==> src/rtl/ps2_kbd_pkg.sv <==
// Shared types for the PS/2 to ZX Spectrum matrix bridge: decoder states,
// prefix bytes and the set-2 scan code to matrix position lookup.
package ps2_kbd_pkg;

  typedef enum logic [1:0] {IDLE, EXT, BRK, EXT_BRK} dec_state_t;

  localparam logic [7:0] PFX_E0    = 8'hE0;
  localparam logic [7:0] PFX_F0    = 8'hF0;
  localparam logic [7:0] PFX_AA    = 8'hAA;
  localparam logic [7:0] SC_LSHIFT = 8'h12;
  localparam logic [7:0] SC_RSHIFT = 8'h59;

  typedef struct packed {
    logic       valid;
    logic [2:0] row;
    logic [2:0] col;
  } key_pos_t;

  function automatic key_pos_t map_code(input logic [7:0] code);
    key_pos_t m;
    m.valid = 1'b1;
    case (code)
      8'h12, 8'h59: {m.row, m.col} = {3'd0, 3'd0};
      8'h1A: {m.row, m.col} = {3'd0, 3'd1};
      8'h22: {m.row, m.col} = {3'd0, 3'd2};
      8'h21: {m.row, m.col} = {3'd0, 3'd3};
      8'h2A: {m.row, m.col} = {3'd0, 3'd4};
      8'h1C: {m.row, m.col} = {3'd1, 3'd0};
      8'h1B: {m.row, m.col} = {3'd1, 3'd1};
      8'h23: {m.row, m.col} = {3'd1, 3'd2};
      8'h2B: {m.row, m.col} = {3'd1, 3'd3};
      8'h34: {m.row, m.col} = {3'd1, 3'd4};
      8'h15: {m.row, m.col} = {3'd2, 3'd0};
      8'h1D: {m.row, m.col} = {3'd2, 3'd1};
      8'h24: {m.row, m.col} = {3'd2, 3'd2};
      8'h2D: {m.row, m.col} = {3'd2, 3'd3};
      8'h2C: {m.row, m.col} = {3'd2, 3'd4};
      8'h16: {m.row, m.col} = {3'd3, 3'd0};
      8'h1E: {m.row, m.col} = {3'd3, 3'd1};
      8'h26: {m.row, m.col} = {3'd3, 3'd2};
      8'h25: {m.row, m.col} = {3'd3, 3'd3};
      8'h2E: {m.row, m.col} = {3'd3, 3'd4};
      8'h45: {m.row, m.col} = {3'd4, 3'd0};
      8'h46: {m.row, m.col} = {3'd4, 3'd1};
      8'h3E: {m.row, m.col} = {3'd4, 3'd2};
      8'h3D: {m.row, m.col} = {3'd4, 3'd3};
      8'h36: {m.row, m.col} = {3'd4, 3'd4};
      8'h4D: {m.row, m.col} = {3'd5, 3'd0};
      8'h44: {m.row, m.col} = {3'd5, 3'd1};
      8'h43: {m.row, m.col} = {3'd5, 3'd2};
      8'h3C: {m.row, m.col} = {3'd5, 3'd3};
      8'h35: {m.row, m.col} = {3'd5, 3'd4};
      8'h5A: {m.row, m.col} = {3'd6, 3'd0};
      8'h4B: {m.row, m.col} = {3'd6, 3'd1};
      8'h42: {m.row, m.col} = {3'd6, 3'd2};
      8'h3B: {m.row, m.col} = {3'd6, 3'd3};
      8'h33: {m.row, m.col} = {3'd6, 3'd4};
      8'h29: {m.row, m.col} = {3'd7, 3'd0};
      8'h14: {m.row, m.col} = {3'd7, 3'd1};
      8'h3A: {m.row, m.col} = {3'd7, 3'd2};
      8'h31: {m.row, m.col} = {3'd7, 3'd3};
      8'h32: {m.row, m.col} = {3'd7, 3'd4};
      default: begin
        m.valid = 1'b0;
        {m.row, m.col} = 6'd0;
      end
    endcase
    return m;
  endfunction

  function automatic logic [5:0] key_index(input logic [2:0] row, input logic [2:0] col);
    return ({3'b000, row} * 6'd5) + {3'b000, col};
  endfunction

endpackage

==> src/rtl/ps2_rx.sv <==
// PS/2 frame receiver: 2-FF synchronisers, falling-edge sampling, 11-bit
// frame assembly with odd-parity/stop check and an idle watchdog.
module ps2_rx #(
  parameter int CLK_HZ  = 25_000_000,
  parameter int WDOG_US = 2000
) (
  input  logic       i_clk,
  input  logic       i_reset,
  input  logic       i_ps2_clk,
  input  logic       i_ps2_data,
  output logic       o_byte_valid,
  output logic [7:0] o_byte,
  output logic       o_rx_err
);

  localparam int WDOG_CYC = (CLK_HZ / 1_000_000) * WDOG_US;
  localparam int WW       = $clog2(WDOG_CYC);

  logic          r_clk_meta, r_clk_sync, r_clk_prev;
  logic          r_dat_meta, r_dat_sync;
  logic [3:0]    r_bitcnt;
  logic [7:0]    r_shift;
  logic          r_par;
  logic          r_valid, r_err;
  logic [WW-1:0] r_wdog;
  logic          w_fall, w_expire;

  assign w_fall   = r_clk_prev & ~r_clk_sync;
  assign w_expire = (r_wdog == WW'(WDOG_CYC - 1)) && (r_bitcnt != 4'd0) && !w_fall;

  always_ff @(posedge i_clk) begin
    if (i_reset) begin
      r_clk_meta <= 1'b1;
      r_clk_sync <= 1'b1;
      r_clk_prev <= 1'b1;
      r_dat_meta <= 1'b1;
      r_dat_sync <= 1'b1;
      r_bitcnt   <= 4'd0;
      r_shift    <= 8'd0;
      r_par      <= 1'b0;
      r_valid    <= 1'b0;
      r_err      <= 1'b0;
      r_wdog     <= '0;
    end else begin
      r_clk_meta <= i_ps2_clk;
      r_clk_sync <= r_clk_meta;
      r_clk_prev <= r_clk_sync;
      r_dat_meta <= i_ps2_data;
      r_dat_sync <= r_dat_meta;
      r_valid    <= 1'b0;
      r_err      <= 1'b0;
      if (w_fall)
        r_wdog <= '0;
      else if (r_wdog != WW'(WDOG_CYC - 1))
        r_wdog <= r_wdog + 1'b1;

      if (w_expire) begin
        r_bitcnt <= 4'd0;
        r_err    <= 1'b1;
      end else if (w_fall) begin
        case (r_bitcnt)
          4'd0: if (!r_dat_sync) r_bitcnt <= 4'd1;
          4'd9: begin
            r_par    <= r_dat_sync;
            r_bitcnt <= 4'd10;
          end
          4'd10: begin
            r_bitcnt <= 4'd0;
            // Odd parity: data plus parity bit must carry an odd number of ones.
            if (r_dat_sync && (^{r_shift, r_par}))
              r_valid <= 1'b1;
            else
              r_err <= 1'b1;
          end
          default: begin
            r_shift  <= {r_dat_sync, r_shift[7:1]};
            r_bitcnt <= r_bitcnt + 4'd1;
          end
        endcase
      end
    end
  end

  assign o_byte_valid = r_valid;
  assign o_byte       = r_shift;
  assign o_rx_err     = r_err;

endmodule

==> src/rtl/ps2_keyboard_matrix.sv <==
// PS/2 set-2 keyboard to 8x5 active-low ZX Spectrum key matrix.
// Optional PS2_CURSOR_KEYS_EN maps extended arrow keys to CS plus a digit.
module ps2_keyboard_matrix
  import ps2_kbd_pkg::*;
#(
  parameter int CLK_HZ  = 25_000_000,
  parameter int WDOG_US = 2000
) (
  input  logic       i_clk,
  input  logic       i_reset,
  input  logic       i_ps2_clk,
  input  logic       i_ps2_data,
  output logic [4:0] o_row_0,
  output logic [4:0] o_row_1,
  output logic [4:0] o_row_2,
  output logic [4:0] o_row_3,
  output logic [4:0] o_row_4,
  output logic [4:0] o_row_5,
  output logic [4:0] o_row_6,
  output logic [4:0] o_row_7,
  output logic       o_rx_err
);

  logic       w_byte_valid;
  logic [7:0] w_byte;
  dec_state_t r_state, w_state_next;
  logic       w_act, w_val, w_ext, w_clear;
  key_pos_t   w_map;
  logic [5:0] w_idx;
  logic [39:0] r_keys;
  // CS sources: [0] left shift, [1] right shift, [5:2] arrows left/down/up/right
  logic [5:0]  r_cs_src;
  logic [39:0] w_pressed;
  logic [4:0]  w_rows [8];

  ps2_rx #(.CLK_HZ(CLK_HZ), .WDOG_US(WDOG_US)) u_rx (
    .i_clk        (i_clk),
    .i_reset      (i_reset),
    .i_ps2_clk    (i_ps2_clk),
    .i_ps2_data   (i_ps2_data),
    .o_byte_valid (w_byte_valid),
    .o_byte       (w_byte),
    .o_rx_err     (o_rx_err)
  );

  always_ff @(posedge i_clk) begin
    if (i_reset) r_state <= IDLE;
    else         r_state <= w_state_next;
  end

  always_comb begin
    w_state_next = r_state;
    w_act   = 1'b0;
    w_val   = 1'b0;
    w_ext   = 1'b0;
    w_clear = 1'b0;
    if (w_byte_valid) begin
      case (r_state)
        IDLE: begin
          if (w_byte == PFX_E0)      w_state_next = EXT;
          else if (w_byte == PFX_F0) w_state_next = BRK;
          else if (w_byte == PFX_AA || w_byte == 8'h00 || w_byte == 8'hFF) w_clear = 1'b1;
          else begin
            w_act = 1'b1;
            w_val = 1'b1;
          end
        end
        EXT: begin
          if (w_byte == PFX_F0) w_state_next = EXT_BRK;
          else begin
            w_act = 1'b1;
            w_val = 1'b1;
            w_ext = 1'b1;
            w_state_next = IDLE;
          end
        end
        BRK: begin
          w_act = 1'b1;
          w_state_next = IDLE;
        end
        default: begin
          w_act = 1'b1;
          w_ext = 1'b1;
          w_state_next = IDLE;
        end
      endcase
    end
  end

  assign w_map = map_code(w_byte);
  assign w_idx = key_index(w_map.row, w_map.col);

  always_ff @(posedge i_clk) begin
    if (i_reset || w_clear) begin
      r_keys   <= '0;
      r_cs_src <= '0;
    end else if (w_act) begin
      if (!w_ext) begin
        if (w_byte == SC_LSHIFT)      r_cs_src[0] <= w_val;
        else if (w_byte == SC_RSHIFT) r_cs_src[1] <= w_val;
        else if (w_map.valid)         r_keys[w_idx] <= w_val;
      end
`ifdef PS2_CURSOR_KEYS_EN
      else begin
        case (w_byte)
          8'h6B: begin r_cs_src[2] <= w_val; r_keys[19] <= w_val; end
          8'h72: begin r_cs_src[3] <= w_val; r_keys[24] <= w_val; end
          8'h75: begin r_cs_src[4] <= w_val; r_keys[23] <= w_val; end
          8'h74: begin r_cs_src[5] <= w_val; r_keys[22] <= w_val; end
          default: ;
        endcase
      end
`endif
    end
  end

  assign w_pressed = {r_keys[39:1], r_keys[0] | (|r_cs_src)};

  for (genvar gi = 0; gi < 8; gi++) begin : g_rows
    assign w_rows[gi] = ~w_pressed[gi*5 +: 5];
  end

  assign o_row_0 = w_rows[0];
  assign o_row_1 = w_rows[1];
  assign o_row_2 = w_rows[2];
  assign o_row_3 = w_rows[3];
  assign o_row_4 = w_rows[4];
  assign o_row_5 = w_rows[5];
  assign o_row_6 = w_rows[6];
  assign o_row_7 = w_rows[7];

endmodule

==> config.mk <==
export PLATFORM = sky130hd
export DESIGN_NAME = ps2_keyboard_matrix
export DESIGN_NICKNAME = d
export VERILOG_FILES = /design/src/rtl/ps2_kbd_pkg.sv /design/src/rtl/ps2_rx.sv /design/src/rtl/ps2_keyboard_matrix.sv
export SDC_FILE = /design/constraint.sdc
export NUM_CORES = 1
export LEC_CHECK = 0
export CORE_UTILIZATION = 35
export CTS_BUF_LIST = sky130_fd_sc_hd__clkbuf_8
export CTS_CLUSTER_SIZE = 28
export DETAILED_ROUTE_END_ITERATION = 7
export HOLD_SLACK_MARGIN = 0.15
export PLACE_DENSITY = 0.52
export SYNTH_ARGS = -nofsm -noshare
export SYNTH_HDL_FRONTEND = slang
export SYNTH_HIERARCHICAL = 1
export SYNTH_SLANG_ARGS = --single-unit
==> constraint.sdc <==
create_clock -name i_clk -period 4.71 [get_ports i_clk]
set_input_delay 1.1775 -clock i_clk [delete_from_list [all_inputs] [get_ports i_clk]]
set_output_delay 1.1775 -clock i_clk [all_outputs]
set_load 0.005 [all_outputs]
==> metrics.txt, run 1 <==
number of I/O pins 45; DRT Pass-1 Iters 4; Final Util 0.427; share of cells above drive strength 1 0.134; Post-DP Area 5700 um2; postcts setup bufs 0; CP required about 5000 ps; worst r2r dst r_keys[34]; most frequent CP cell ha_1; DIE AREA around 15000 um2; largest cells by area after synthesis dfxtp_1 (32%), o311ai_0 (4.7%), o41ai_1 (4.2%); hold slack 413 ps; final net count between 600 and 700; CP bufs+invs 1; # rows 43; number of enable flip-flop cells after synthesis 0; initial antenna violation count 0; Synth Net Count about 600; Hold Crit Depth 1; DR vias 4552; fin crit period between 4000 and 5000 ps; FFs w/ async S/R, synth 0; Die Span Y between 100 and 150 um; Pwr Total approximately 1.3 mW; Fin Setup TNS 0 ps; Area Overhead vs Synth 18.7%; CTS sink count 80; DR iter-0 viols ~270; Hold Crit Class reg -> reg; relative slew slack 0.529; Worst path depth 15; DR DRC count 0; R2R depth 15; Most used DFF post-synth dfxtp_1; Static Leak 2.12 nW; hold_sp u_rx/r_clk_meta; Worst-Margin Slew roughly 710 ps; Clock Path Buffers 2; CP max FO 20; dominant cell type by area after synthesis dfxtp_1; Initial Util 0.360; wirelength, routed around 13 mm; H-tree levels 3; critical path class reg -> reg; CP Launch Type flip-flop; crit-path cells buf_12, and3b_1, a22oi_1, o211ai_1, a211o_2, xor2_1, ha_1, ha_1, a21o_1, a21oi_1, xnor2_1, or3_1, o21bai_1, o311ai_0, o41ai_1; CP max stage cell dfxtp_1; antenna-violating nets left 0; Multi-input gate area 3000 um2; f_max roughly 230 MHz; vias in the first global route approximately 4200; Placer Congestion between 0.8 and 0.9; dpl ws 276 ps; Yosys reg bits 80; Post-DP HPWL roughly 9.0 mm; r2r setup slk about 270 ps; Finished Layout Cells just over 800; Setup crit end kind flip-flop; Mapped Cells slightly below 600; worst hold endpoint u_rx/r_clk_sync; placed cells 789; die width about 120 um; port buffer count 44; share of the synthesized area in the top cell type 0.319; largest net degree at the start of global routing 44; worst flop-to-flop path startpoint u_rx/o_byte[4]; sequential cell area 1610 um2; # diodes 0; Slew Limit Fails 0; clock latency on the worst-skew pair approximately 370 ps; design area roughly 6000 um2; RSZ-0062 raised after global routing no; grt ovf 0; via/cell ratio 5.65; final setup violation count 0; TritonCTS clock tree built; final hold vios 0; fill cell count around 1400; GRT Overall Usage 0.180; root buffer cell clkbuf_8; Peak VDD IR between 0.1 and 0.15 mV; final clock skew 12.8 ps; Yosys cell types just under 80; status complete, no violations; Worst-path clk slew about 80 ps; global-route wire length before repair ~21 mm; Inserted Clock Buffers 9; Max Cap Viol 0; Avg Inst Size Synth 8.68 um2; final period utilization 0.943; crit-path max cell delay about 570 ps; register area share after synthesis 0.319; Core Area around 14000 um2; setup ws final approximately 270 ps; DR WL/cell about 16 um; Largest delay share family, worst path compound AO/OA/AOI/OAI gates; Synth warnings 6; Post-Synthesis Cell Area roughly 5000 um2; Power per Cell Area around 220 nW/um2; Critical Path AT ~4700 ps
-- worst max path at each step --
stage / slack [ps] / to / from
global route: 0.9 / r_keys[34] / u_rx/o_byte[4]
detailed placement: 280 / r_keys[34] / u_rx/o_byte[0]
CTS: 210 / r_keys[34] / u_rx/o_byte[0]
global placement: 370 / r_keys[38] / u_rx/o_byte[0]
floorplan: 630 / r_keys[38] / u_rx/o_byte[3]
finish: 270 / r_keys[34] / u_rx/o_byte[4]
-- cells by family (layout without fill, tap and decap cells) --
| logic type | after synthesis | after routing | share of synthesized area |
|---|---|---|---|
| XOR/XNOR | 29 | 29 | 0.0549 |
| buffers and inverters | 96 | 143 | 0.0863 |
| multiplexers | 13 | 13 | 0.0259 |
| AO/OA/AOI/OAI | 156 | 156 | 0.250 |
| flip-flops | 80 | 80 | 0.319 |
| AND/OR/NAND/NOR | 191 | 191 | 0.230 |
| adder cells (fa/ha/maj) | 13 | 13 | 0.0339 |
-- cell type report --
type,count,area share
multi-input cells,402,0.504
well taps,180,0.0378
clock buffers,11,0.0254
inverters,51,0.0321
repair buffers,76,0.116
clock inverters,5,0.0145
flip-flops and latches,80,0.270
-- registers in the layout, summed over array words and instances, names as in the netlist --
signal / flops
u_rx/o_byte_valid: 1
r_keys: 40
u_rx/r_wdog: 16
u_rx/r_dat_sync: 1
u_rx/r_bitcnt: 4
u_rx/r_clk_prev: 1
u_rx/r_par: 1
u_rx/o_rx_err: 1
u_rx/r_dat_meta: 1
r_state: 2
u_rx/o_byte: 8
u_rx/r_clk_sync: 1
u_rx/r_clk_meta: 1
r_cs_src: 2
-- layer usage --
metal	global-route usage	vias to the layer above	part of all wire
met2	0.293	110	0.46
met4	0.0463	0	0.0091
met3	0.0403	9	0.040
met5	0	-	0
met1	0.239	2174	0.50
li1	-	2259	-
-- power by group --
| group | leakage [nW] | internal [mW] | switching [mW] |
|---|---|---|---|
| sequential | 0.647 | 0.680 | 0.00424 |
| clock | 0.121 | 0.332 | 0.273 |
| combinational | 1.36 | 0.0112 | 0.0189 |
| total | 2.12 | 1.02 | 0.297 |
-- repair_timing --
| action | in CTS | in global routing |
|---|---|---|
| hold buffers | 0 | 0 |
| setup endpoints to repair | 0 | 8 |
| endpoints found under the hold margin | 0 | 0 |
| resized for setup | 0 | 4 |
-- placed cells by master (no fill, tap or decap), drive strengths merged, types with 8 or more instances in the layout --
cell,Yosys,routed
nand2b,10,10
inv,51,53
or2,10,10
nor2,47,47
nor3,8,8
nor2b,9,9
o21ai,14,14
mux2i,13,13
nand2,27,27
dfxtp,80,80
o41ai,24,24
xnor2,15,15
clkdlybuf4s50,0,44
o211ai,14,14
xor2,13,13
nand3,17,17
a21oi,17,17
o311ai,33,33
clkbuf,15,11
ha,12,12
or3,8,8
nand4,10,10
buf,30,32
-- synth_stat cells, types with 3 or more instances --
cell type,count
and4_1,4
nor4_1,4
o211ai_1,13
o2111ai_1,5
nor2b_1,9
ha_1,12
nor2_1,46
o311ai_1,6
o31ai_1,7
buf_1,3
or4_1,4
o21ai_0,13
buf_6,5
mux2i_1,13
buf_4,3
clkbuf_1,15
and2_1,3
o311ai_0,27
nand3_1,17
nor4bb_1,5
nor3b_1,4
dfxtp_1,80
buf_2,19
nand4b_1,3
nor4b_1,3
o41ai_1,24
nand2b_1,10
or3_1,6
a32oi_1,3
a21oi_1,17
nand2_1,27
a22oi_1,5
a21boi_0,3
a2bb2oi_1,3
nor3_1,8
nand4_1,10
or2_2,9
o21a_1,3
inv_1,51
xor2_1,13
xnor2_1,14
Power figures use the tool's default switching activity.
==> inputs of run 2 (changes only) <==
--- a/config.mk
+++ b/config.mk
@@ -7,6 +7,7 @@
 export LEC_CHECK = 0
 export CORE_UTILIZATION = 35
 export CTS_BUF_LIST = sky130_fd_sc_hd__clkbuf_8
+export CTS_CLUSTER_DIAMETER = 150
 export CTS_CLUSTER_SIZE = 28
 export DETAILED_ROUTE_END_ITERATION = 7
 export HOLD_SLACK_MARGIN = 0.15
==> constraint.sdc (replaced) <==
create_clock -name i_clk -period 4.71 [get_ports i_clk]
set_input_delay 0.942 -clock i_clk [delete_from_list [all_inputs] [get_ports i_clk]]
set_output_delay 0.942 -clock i_clk [all_outputs]
set_load 0.005 [all_outputs]
==> metrics.txt, run 2 (synthesis gave the netlist of run 1 again) <==
Static Leak 2.12 nW (-0.32%); DR vias 4503 (-1.1%); most frequent cells in the layout dfxtp_1 (78), inv_1 (51), nor2_1 (46), clkdlybuf4s50_1 (44), buf_4 (30); final clock skew 13.2 ps (+0.375 ps); CP max stage cell dfxtp_1; Int Power 1.05 mW (+2.7%); final net count 636 (-0.16%); die width 122 um (unchanged); Initial Util 0.360 (unchanged); Critical Path AT 4520 ps (-150 ps); f_max 234 MHz (+3.9%); final setup violation count 0 (unchanged); antenna-violating nets left 0 (unchanged); root buffer cell clkbuf_8; relative slew slack 0.518 (-0.0104); global-route wire length before repair 21.3 mm (+1.4%); Max Cap Viol 0 (unchanged); RSZ-0062 raised after global routing no; vias in the first global route 4148 (-0.19%); Hold Crit Class reg -> reg; CP max FO 18 (-10%); final period utilization 0.908 (-0.0356); CTS sink count 80 (unchanged); DIE AREA 14800 um2 (unchanged); H-tree levels 3 (unchanged); crit-path max cell delay 670 ps (+100 ps); share of total power in combinational logic 0.022 (about the same); Net Sw Frac 0.228 (+0.00352); postcts setup bufs 0 (unchanged); largest net degree at the start of global routing 44 (unchanged); GRT Overall Usage 0.181 (+0.00144); Post-DP HPWL 8.79 mm (-2.7%); hold slack 419 ps (+6.03 ps); Inserted Clock Buffers 9 (unchanged); Peak VDD IR 0.145 mV (+25%); via/cell ratio 5.60 (-0.95%); Power per Cell Area 229 nW/um2 (+3.1%); commonest non-fill, non-tap cell in the layout dfxtp_1; Placer Congestion 0.835 (-2.6%); DR iter-0 viols 287 (+4.7%); CP required 4960 ps (+20 ps); status complete, no violations; Clock Path Buffers 2 (unchanged); Setup crit end kind flip-flop; number of I/O pins 45 (unchanged); setup ws final 435 ps (+168 ps); NetSw 0.311 mW (+4.8%); initial antenna violation count 0 (unchanged); crit-path cells buf_4, xor2_1, o2111ai_1, o211ai_1, a211o_2, xor2_1, ha_1, ha_1, a21o_1, a21oi_1, xnor2_1, or3_1, o21bai_1, o311ai_0, o41ai_1; final hold vios 0 (unchanged); wirelength, routed 12.7 mm (-0.61%); CP Launch Type flip-flop; share of cells above drive strength 1 0.131 (-0.00299); grt ovf 0 (unchanged); Worst-path clk slew 100 ps (+20 ps); fin crit period 4270 ps (-168 ps); largest register by flop count r_keys; Largest register FFs 40 (unchanged); DR DRC count 0 (unchanged); clock share of power 0.476 (+0.017); critical path class reg -> reg; Worst-Margin Slew 722 ps (+15.6 ps); Area Overhead vs Synth 18.8% (about the same); # diodes 0 (unchanged); port buffer count 44 (unchanged); Core Area 13900 um2 (unchanged); Reg power frac 0.502 (-0.016); Die Span Y 122 um (unchanged); dpl ws 333 ps (+56.6 ps); Fin Setup TNS 0 ps (unchanged); Slew Limit Fails 0 (unchanged); DRT Pass-1 Iters 5 (+1); clock latency on the worst-skew pair 370 ps (about the same); DR WL/cell 15.8 um (-0.49%); # rows 43 (unchanged); TritonCTS clock tree built
-- run 2: layer usage --
metal,wire [um],track usage,vias to the layer above,part of all wire
li1,-,-,2261,-
met4,228,0.0610,0,0.018
met2,5670,0.280,96,0.45
met1,6290,0.248,2132,0.49
met5,0,0,-,0
met3,541,0.0398,14,0.043
-- run 2: final cells by class --
| class | instances | area [um2] |
|---|---|---|
| clock buffers | 9 | 124 |
| clock inverters | 7 | 126 |
| fillers | 1391 | 7980 |
| inverters | 51 | 191 |
| multi-input cells | 402 | 3000 |
| flip-flops and latches | 80 | 1600 |
| well taps | 180 | 225 |
| repair buffers | 75 | 686 |
-- run 2: power by group through the flow --
| stage | Combinational (mW) | Clock, mW | Sequential [mW] |
|---|---|---|---|
| final | 0.0301 | 0.647 | 0.684 |
| after floorplan | 0.0214 | 0 | 0.699 |
| after global routing | 0.0343 | 0.696 | 0.685 |
| after detailed placement | 0.0303 | 0 | 0.700 |
| after global placement | 0.0299 | 0 | 0.700 |
| after CTS | 0.0304 | 0.671 | 0.684 |
-- run 2: stage by stage --
stage          total power, mW   util  instances  instance area, um2
3_5_place_dp             0.730  0.409        788                5700
4_1_cts                   1.39  0.427        804                5950
3_3_place_gp             0.730  0.409        788                5700
2_1_floorplan            0.720      -        578                5020
6_report                  1.36  0.428        804                5960
5_1_grt                   1.42  0.428        804                5960
-- run 2: worst paths after layout --
check | startpoint | end | slack [ps] | cells past startpoint
setup reg to reg | u_rx/o_byte[4] | r_keys[38] | 440 | 15
hold / removal | u_rx/r_clk_meta | u_rx/r_clk_sync | 420 | 1
hold reg to reg | u_rx/r_clk_meta | u_rx/r_clk_sync | 420 | 1
setup / recovery | u_rx/o_byte[4] | r_keys[38] | 440 | 15
-- run 2: critical path: cells and delay by family (launching register included) --
family / cells / cell delay, ps
buf+inv: 1 / 260
simple gates: 1 / 400
xor+xnor: 3 / 390
flops: 1 / 670
fa+ha+maj: 2 / 650
compound gates: 8 / 1770
-- run 2: what timing repair did --
item,in CTS,in global routing
gates resized for setup,0,3
endpoints found under the setup margin,0,15
hold buffers,0,0
==> inputs of run 3 (changes only) <==
--- a/config.mk
+++ b/config.mk
@@ -5,13 +5,12 @@
 export SDC_FILE = /design/constraint.sdc
 export NUM_CORES = 1
 export LEC_CHECK = 0
-export CORE_UTILIZATION = 35
+export CORE_UTILIZATION = 55
 export CTS_BUF_LIST = sky130_fd_sc_hd__clkbuf_8
 export CTS_CLUSTER_DIAMETER = 150
-export CTS_CLUSTER_SIZE = 28
 export DETAILED_ROUTE_END_ITERATION = 7
 export HOLD_SLACK_MARGIN = 0.15
-export PLACE_DENSITY = 0.52
+export PLACE_DENSITY = 0.84
 export SYNTH_ARGS = -nofsm -noshare
 export SYNTH_HDL_FRONTEND = slang
 export SYNTH_HIERARCHICAL = 1
==> metrics.txt, run 3 (synthesis gave the netlist of run 1 again) <==
Clock Path Buffers 2 (unchanged); Critical Path AT 4630 ps (+110 ps); most frequent cells in the layout dfxtp_1 (74), inv_1 (53), nor2_1 (46), clkdlybuf4s50_1 (44); number of I/O pins 45 (unchanged); RSZ-0062 raised after global routing no; commonest non-fill, non-tap cell in the layout dfxtp_1; most frequent CP cell nand3_1; status complete, no violations; worst flop-to-flop path startpoint u_rx/o_byte[6]; DR DRC count 0 (unchanged); Area Overhead vs Synth 14.8%; DR vias 4533 (+0.67%); Inserted Clock Buffers 9 (unchanged); die width 97.5 um (-20%); Multi-input gate area 3020 um2 (+0.58%); Final Util 0.657 (+0.229); CP bufs+invs 1 (unchanged); grt ovf 0 (unchanged); fill cell count 714 (-49%); CP max stage cell dfxtp_1; largest register by flop count r_keys; DR iter-0 viols 391 (+36%); initial antenna violation count 0 (unchanged); Peak VDD IR 0.166 mV (+14%); # diodes 0 (unchanged); final net count 625 (-1.7%); global-route wire length before repair 19.6 mm (-8.3%); Hold Crit Depth 1 (unchanged); Worst-path clk slew 80 ps (-20 ps); worst r2r dst r_keys[14]; vias in the first global route 4204 (+1.4%); r2r setup slk 300 ps (-130 ps); Core Area 8760 um2 (-37%); setup ws final 300 ps (-135 ps); Initial Util 0.572 (+0.212); Post-DP HPWL 8.09 mm (-7.9%); dpl ws 207 ps (-126 ps); cts repair resizes 0 (unchanged); Worst-Margin Slew 811 ps (+89.3 ps); Placer Congestion 1.01 (+21%); R2R depth 14 (-1); Fin Setup TNS 0 ps (unchanged); antenna-violating nets left 0 (unchanged); DR WL/cell 16.4 um (+3.4%); final period utilization 0.936 (+0.0286); Max Cap Viol 0 (unchanged); GRT Overall Usage 0.245 (+0.0637); relative slew slack 0.459 (-0.0591); Largest delay share family, worst path compound AO/OA/AOI/OAI gates; via/cell ratio 6.29 (+12%); root buffer cell clkbuf_8; CTS Hold Bufs 0 (unchanged); clock latency on the worst-skew pair 350 ps (-20 ps); CP max FO 16 (-2); Largest register FFs 40 (unchanged); Hold Crit Class reg -> reg; DRT Pass-1 Iters 5 (unchanged); TritonCTS clock tree built; share of cells above drive strength 1 0.121 (-0.0107); # rows 34 (-21%); hold_sp u_rx/r_dat_meta; CP required 4930 ps (-30 ps); largest net degree at the start of global routing 44 (unchanged); Power per Cell Area 219 nW/um2 (-4.1%); f_max 227 MHz (-3.1%); fin crit period 4410 ps (+135 ps); Slew Limit Fails 0 (unchanged); CTS sink count 80 (unchanged); Setup crit end kind flip-flop; final hold vios 0 (unchanged); crit-path cells buf_4, and4bb_2, nand4_1, nand3_1, a211o_2, xor2_1, ha_1, fa_1, nand3_1, nand2_1, nor4b_4, o2111ai_4, o311ai_0, o31ai_1; Pwr Total 1.26 mW (-7.4%); CP Launch Type flip-flop; worst hold endpoint u_rx/r_dat_sync; sequential cell area 1610 um2 (+0.31%); postcts setup bufs 0 (unchanged); Finished Layout Cells 721 (-10%); final clock skew 7.14 ps (-6.03 ps); placed cells 705 (-11%); Die Span Y 97.5 um (-20%); H-tree levels 3 (unchanged); port buffer count 44 (unchanged); final setup violation count 0 (unchanged); wirelength, routed 11.8 mm (-7.3%); critical path class reg -> reg; crit-path max cell delay 550 ps (-120 ps); DIE AREA 9510 um2 (-36%); Static Leak 2.05 nW (-3.0%)
[run 3: cell types whose count changed in the layout (fill, tap and decap cells not counted), sizes merged]
| cell | change |
|---|---|
| buf | -11 |
| bufinv | -1 |
| inv | -1 |
| clkinv | +2 |
[run 3: worst register-to-register path, cell delays in order, from the launching register on]
cell and delay (ps):
dfxtp_1 550, buf_4 230, and4bb_2 290, nand4_1 120
nand3_1 100, a211o_2 400, xor2_1 170, ha_1 340
fa_1 460, nand3_1 100, nand2_1 100, nor4b_4 460
o2111ai_4 350, o311ai_0 470, o31ai_1 130
[run 3: worst max path at each step]
stage                              start         end  slack, ps  depth (start not counted)
after CTS                 u_rx/o_byte[1]  r_keys[24]        180                         14
after floorplan           u_rx/o_byte[3]  r_keys[38]        630                         18
after global placement    u_rx/o_byte[1]  r_keys[32]        350                         15
after global routing      u_rx/o_byte[6]  r_keys[32]         30                         15
final                     u_rx/o_byte[6]  r_keys[14]        300                         14
after detailed placement  u_rx/o_byte[3]  r_keys[26]        210                         13
[run 3: layout make-up]
type,count,share of cell area
multi-input cells,402,0.524
flip-flops and latches,80,0.279
repair buffers,64,0.103
inverters,51,0.0332
well taps,108,0.0235
clock buffers,9,0.0215
clock inverters,7,0.0154
[run 3: power by group]
part	switching, mW	total [mW]	internal (mW)	leakage [nW]
Clock	0.252	0.547	0.295	0.112
Sequential	0.00448	0.684	0.680	0.649
Combinational	0.0187	0.0300	0.0113	1.29
[run 3: layer usage]
metal | global-route usage | share of wire | vias to the layer above
li1 | - | - | 2231
met1 | 0.311 | 0.43 | 2133
met2 | 0.411 | 0.50 | 145
met3 | 0.0468 | 0.050 | 24
met4 | 0.0916 | 0.019 | 0
met5 | 0 | 0 | -
[run 3: metrics by stage]
stage	hold slack (ps)	cell area [um2]
floorplan	389	5020
global placement	393	5510
detailed placement	403	5510
CTS	422	5720
global route	430	5760
finish	417	5760
==> edit 1, RTL diff (flow settings as in run 3) <==
`WDOG_US` is set to 2000 in 2 places; all go to 8000.
--- a/src/rtl/ps2_rx.sv
+++ b/src/rtl/ps2_rx.sv
@@ -2,7 +2,7 @@
 // frame assembly with odd-parity/stop check and an idle watchdog.
 module ps2_rx #(
   parameter int CLK_HZ  = 25_000_000,
-  parameter int WDOG_US = 2000
+  parameter int WDOG_US = 8000
 ) (
   input  logic       i_clk,
   input  logic       i_reset,
--- a/src/rtl/ps2_keyboard_matrix.sv
+++ b/src/rtl/ps2_keyboard_matrix.sv
@@ -4,7 +4,7 @@
   import ps2_kbd_pkg::*;
 #(
   parameter int CLK_HZ  = 25_000_000,
-  parameter int WDOG_US = 2000
+  parameter int WDOG_US = 8000
 ) (
   input  logic       i_clk,
   input  logic       i_reset,
Function: no difference found for any inputs over 10 cycles, from zero or initial values and one cycle with i_reset high; that may be too few to reach the edited logic, so the function may still have changed.
==> edit 1 against run 3 <==
The run now ends with DRC left; worst hold slack lost 1.5 ps; cell area increased by 1.8%; count of clock-buffer cells in the layout unchanged; total power grew 0.50%; clock power decreased by 2%; sequential cell count is 2 higher; wire length rose by 4.1%; die area rose by 2.1%; non-clock buffer count up 4; synthesized area rose by 2.1%; critical path depth unchanged; worst setup slack worse by 10 ps; synthesized cell count up 2.8%; critical path type unchanged; critical endpoint is now r_keys[27]; largest cell class unchanged.
==> edit 1: results (changes against run 3) <==
Status
  • Outcome: complete, but fails checks (was complete, no violations)
  • Failing checks: DRC

Route
  • Vias per cell: 6.36 (was 6.29)
  • Wire per inst: 16.6 um (was 16.4 um)
  • Initial drt markers: 287 (was 391)
  • Drt drc: 3 (was 0)
  • Met2 routed WL: 6200 um (was 5860 um)

Yosys
  • Post-synth top cells: 82 x dfxtp_1, 54 x nor2_1, 50 x inv_1, 29 x nand2_1, 27 x o311ai_0 (was 80 x dfxtp_1, 51 x inv_1, 46 x nor2_1, 27 x nand2_1, 27 x o311ai_0)
  • Synth Area in XOR/XNOR: 6.06% (was 5.49%)
  • Net Count, Synth: 611 (was 595)
  • Post-Synth Adder-Cell Area: 3.32% (was 3.39%)
  • Mux contribution to synthesized area: 2.74% (was 2.59%)
  • Sequential share of the synthesized area: 32.0% (was 31.9%)
  • Synth Area in Compound Gates: 23.5% (was 25.0%)
  • Synth cell types: 80 (was 79)
  • Synth top area cells: dfxtp_1 32%, o311ai_0 4.6%, o41ai_1 4.1% (was dfxtp_1 32%, o311ai_0 4.7%, o41ai_1 4.2%)

Cells and area
  • Share of cells above drive strength 1: 11.9% (was 12.1%)
  • Fin nets: 642 (was 625)
  • Fillers: 716 (was 714)

Pwr
  • Sw Share: 24.1% (was 21.8%)
  • P_leak: 2.10 nW (was 2.05 nW)

Global route
  • M2 GR Usage: 44.9% (was 41.1%)
  • Vias in the first global route: 4,466 (was 4,204)
  • Met1 Use GR: 33.6% (was 31.1%)
  • M3 GR Usage: 3.33% (was 4.68%)
  • First-pass GRT wire length: 20,900 um (was 19,600 um)

Critical path
  • Critical Path Start: u_rx/o_byte[0] (was u_rx/o_byte[6])
  • Worst Setup EP: r_keys[27] (was r_keys[14])

Place
  • Detail Placement HPWL: 8590 um (was 8090 um)

STA
  • Min Tclk post-route: 4420 ps (was 4410 ps)
  • Final Skew: 18.6 ps (was 7.14 ps)
-- edit 1: cell types whose count changed after synthesis, moves of 3 or more --
cell and change:
nor3_1 +3, o21ai_0 -3, nand3_1 -3, nor4b_1 +3, nor2_1 +8, nor4_1 -3
xor2_1 +4
-- edit 1: what timing repair did --
| action | 4_1_cts | 5_1_grt |
|---|---|---|
| hold endpoints to repair | 0 | 0 |
| gates resized for setup | 0 | 6 |
| setup endpoints to repair | 0 | 14 |
-- edit 1: cell type report --
cell class	instances	area share, %
repair buffers	68	10.6
flip-flops and latches	82	28.1
well taps	108	2.31
clock buffers	9	2.11
inverters	51	3.27
clock inverters	7	1.41
multi-input cells	413	52.2
-- edit 1: worst min path at each step --
stage / to / cells past startpoint / slack, ps
2_1_floorplan: u_rx/r_clk_sync / 1 / 390
3_3_place_gp: u_rx/r_dat_sync / 1 / 390
3_5_place_dp: u_rx/r_clk_sync / 1 / 400
4_1_cts: u_rx/r_clk_sync / 1 / 420
5_1_grt: u_rx/r_clk_sync / 1 / 430
6_report: u_rx/r_clk_sync / 1 / 420
-- edit 1: metrics by stage --
| step | total power [W] | std cells | hold slack [ps] |
|---|---|---|---|
| detailed placement | 0.000745 | 722 | 395 |
| global route | 0.00131 | 738 | 425 |
| CTS | 0.00127 | 738 | 416 |
| global placement | 0.000743 | 722 | 394 |
| floorplan | 0.000735 | 594 | 389 |
| finish | 0.00127 | 738 | 416 |
-- edit 1: power groups by stage --
stage	registers [W]	clock network, W	logic, W
finish	0.000700	0.000538	0.0000288
global route	0.000701	0.000575	0.0000321
CTS	0.000700	0.000545	0.0000287
detailed placement	0.000716	0	0.0000284
global placement	0.000716	0	0.0000266
floorplan	0.000716	0	0.0000196
==> edit 2, RTL diff (flow settings as in run 3) <==
Made on the original files. Make the reset (`i_reset`) asynchronous in 2 clocked blocks.
--- a/src/rtl/ps2_rx.sv
+++ b/src/rtl/ps2_rx.sv
@@ -28,7 +28,7 @@
   assign w_fall   = r_clk_prev & ~r_clk_sync;
   assign w_expire = (r_wdog == WW'(WDOG_CYC - 1)) && (r_bitcnt != 4'd0) && !w_fall;
 
-  always_ff @(posedge i_clk) begin
+  always_ff @(posedge i_clk or posedge i_reset) begin
     if (i_reset) begin
       r_clk_meta <= 1'b1;
       r_clk_sync <= 1'b1;
--- a/src/rtl/ps2_keyboard_matrix.sv
+++ b/src/rtl/ps2_keyboard_matrix.sv
@@ -43,7 +43,7 @@
     .o_rx_err     (o_rx_err)
   );
 
-  always_ff @(posedge i_clk) begin
+  always_ff @(posedge i_clk or posedge i_reset) begin
     if (i_reset) r_state <= IDLE;
     else         r_state <= w_state_next;
   end
Formal check against the unedited RTL: same outputs for any inputs over 10 cycles, from zero or initial values and one cycle with i_reset high; that may be too few to reach the edited logic, so the function may still have changed.
==> edit 2 against run 3 <==
The run now ends with DRC left; critical path depth rose by 1; synthesized area rose by 1.0%; sequential cell count did not move; final cell count did not move; worst setup slack got worse by 47 ps; wire length fell by 1.7%; cell area rose by 2.0%.
Power is not compared: it rests on default switching activity, and its combinational part moved more than twofold at a synthesized area within 25%.
==> edit 2: results (changes against run 3) <==
Global route
  • First-pass GRT wire length: 19,500 um (was 19,600 um)
  • Vias in the first global route: 4,100 (was 4,204)
  • Total track usage: 25.0% (was 24.5%)
  • Largest net degree at the start of global routing: 44 (unchanged)
  • Initial antenna violation count: 0 (unchanged)

Cells and area
  • Fin nets: 625 (unchanged)
  • Final cell count without fillers: 721 (unchanged)
  • Largest Register: r_keys (unchanged)
  • Max FFs per register: 40 (unchanged)
  • Fillers: 691 (was 714)
  • Share of cells above drive strength 1: 12.9% (was 12.1%)
  • Antenna diode count: 0 (unchanged)

Critical path
  • WP data arrival: 4740 ps (was 4630 ps)
  • Crit path max fanout: 14 (was 16)
  • Slowest stage delay, CP: 510 ps (was 550 ps)
  • Top Family by Delay on Critical Path: compound AO/OA/AOI/OAI gates (unchanged)
  • Slowest CP cell: dfrtp_1 (was dfxtp_1)

Route
  • Drt pass-1 iters: 7 (was 5)
  • Wire per inst: 16.1 um (was 16.4 um)
  • Drt drc: 3 (was 0)
  • Vias per cell: 5.90 (was 6.29)
  • Initial drt markers: 267 (was 391)

Status
  • Failing checks: DRC
  • Outcome: complete, but fails checks (was complete, no violations)

Yosys
  • Sequential share of the synthesized area: 35.5% (was 31.9%)
  • Cells after Synth: 568 (was 578)
  • Synth cell types: 78 (was 79)
  • Post-synthesis async set-or-reset flop share: 47.5% (was 0%)
  • Net Count, Synth: 585 (was 595)
  • Synth top area cells: dfxtp_1 17%, dfrtp_1 16%, mux2i_1 7.5% (was dfxtp_1 32%, o311ai_0 4.7%, o41ai_1 4.2%)
  • Post-synth top cells: 58 x nand2_1, 57 x inv_1, 49 x nand3_1, 42 x dfxtp_1, 38 x mux2i_1 (was 80 x dfxtp_1, 51 x inv_1, 46 x nor2_1, 27 x nand2_1, 27 x o311ai_0)
  • YS warnings: 6 (unchanged)

STA
  • Final Skew: 10.6 ps (was 7.14 ps)
  • Max Freq: 0.224 GHz (was 0.227 GHz)
  • Least-Margin Pin Slew: 1110 ps (was 811 ps)

Place
  • Cells after DPL: 703 (was 705)
  • Worst slack at placement: 263 ps (was 207 ps)
  • Placed instance area: 5610 um2 (was 5510 um2)
  • Detail Placement HPWL: 7940 um (was 8090 um)
  • Buffers added on ports: 44 (unchanged)
  • RD Place Congestion: 0.872 (was 1.01)

Hold path
  • Worst hold path class: reg -> reg (unchanged)

CTS
  • Deepest clock path buffer count: 2 (unchanged)
  • H-tree lvl count: 3 (unchanged)
  • Clk_lat worst skew: 350 ps (about the same)
  • Inserted Clock Buffers: 9 (unchanged)
  • Root Buffer: clkbuf_8 (unchanged)
  • Clock transition at path regs: 90 ps

Pwr
  • Peak VDD IR: 407 uV
  • P_leak: 2.43 nW
-- edit 2: cell count changes in the layout (fill, tap and decap cells not counted), sizes merged, moves of 9 or more --
cell           run 3  this run
dfxtp             80        42
mux2i             13        38
o41ai             24         6
nand2             27        58
nand3             17        50
dfrtp              0        33
o311ai            33         6
or2               10         1
o211ai            14         3
nor2              47        27
-- edit 2: layer usage --
metal | wire length, um | share of wire [%] | global-route usage (%) | vias up
met2 | 5920 | 51 | 44.3 | 105
met5 | 0 | 0 | 0 | -
li1 | - | - | - | 2073
met1 | 5010 | 43 | 31.0 | 2054
met3 | 440 | 3.8 | 3.58 | 21
met4 | 216 | 1.9 | 8.74 | 0
-- edit 2: power by group --
| part | leakage, nW | internal [W] | total (W) | switching (W) |
|---|---|---|---|---|
| logic | 1.49 | 0.000544 | 0.00139 | 0.000850 |
| registers | 0.827 | 0.000749 | 0.000904 | 0.000155 |
| clock network | 0.119 | 0.000322 | 0.000594 | 0.000272 |
-- edit 2: what timing repair did --
action | 4_1_cts | 5_1_grt
resized for setup | 0 | 4
endpoints found under the setup margin | 0 | 40
buffers inserted | 0 | 2
-- edit 2: kinds of logic (layout without fill, tap and decap cells) --
kind of cell / after synthesis / count (layout) / share of synthesized area [%]
flip-flops: 80 / 80 / 35.5
multiplexers: 46 / 46 / 9.28
AO/OA/AOI/OAI: 84 / 84 / 13.9
AND/OR/NAND/NOR: 227 / 227 / 25.1
XOR/XNOR: 24 / 24 / 4.99
adder cells (fa/ha/maj): 13 / 13 / 3.36
buffers and inverters: 94 / 139 / 7.85
-- edit 2: layout make-up --
| class | count | area [um2] | area share, % |
|---|---|---|---|
| Multi-Input combinational cell | 394 | 2880 | 49.1 |
| Tap cell | 108 | 135 | 2.30 |
| Clock inverter | 6 | 97.6 | 1.66 |
| Clock buffer | 10 | 138 | 2.34 |
| Inverter | 57 | 214 | 3.64 |
| Sequential cell | 80 | 1800 | 30.7 |
| Timing Repair Buffer | 66 | 606 | 10.3 |
-- edit 2: worst paths after layout --
path                                  from               to  slack (ps)  cells past startpoint
setup reg to reg            u_rx/o_byte[4]        r_keys[0]         250                     15
max in group asynchronous          i_reset   u_rx/o_byte[7]        3360                      3
hold reg to reg            u_rx/r_dat_meta  u_rx/r_dat_sync         360                      0
setup / recovery            u_rx/o_byte[4]        r_keys[0]         250                     15
hold / removal             u_rx/r_dat_meta  u_rx/r_dat_sync         360                      0
min in group asynchronous          i_reset       r_state[0]         780                      2
-- edit 2: metrics by stage --
stage	utilization, %	hold WS (ps)
2_1_floorplan	-	345
4_1_cts	66.4	361
3_3_place_gp	63.7	346
3_5_place_dp	63.7	347
5_1_grt	66.7	365
6_report	66.7	361
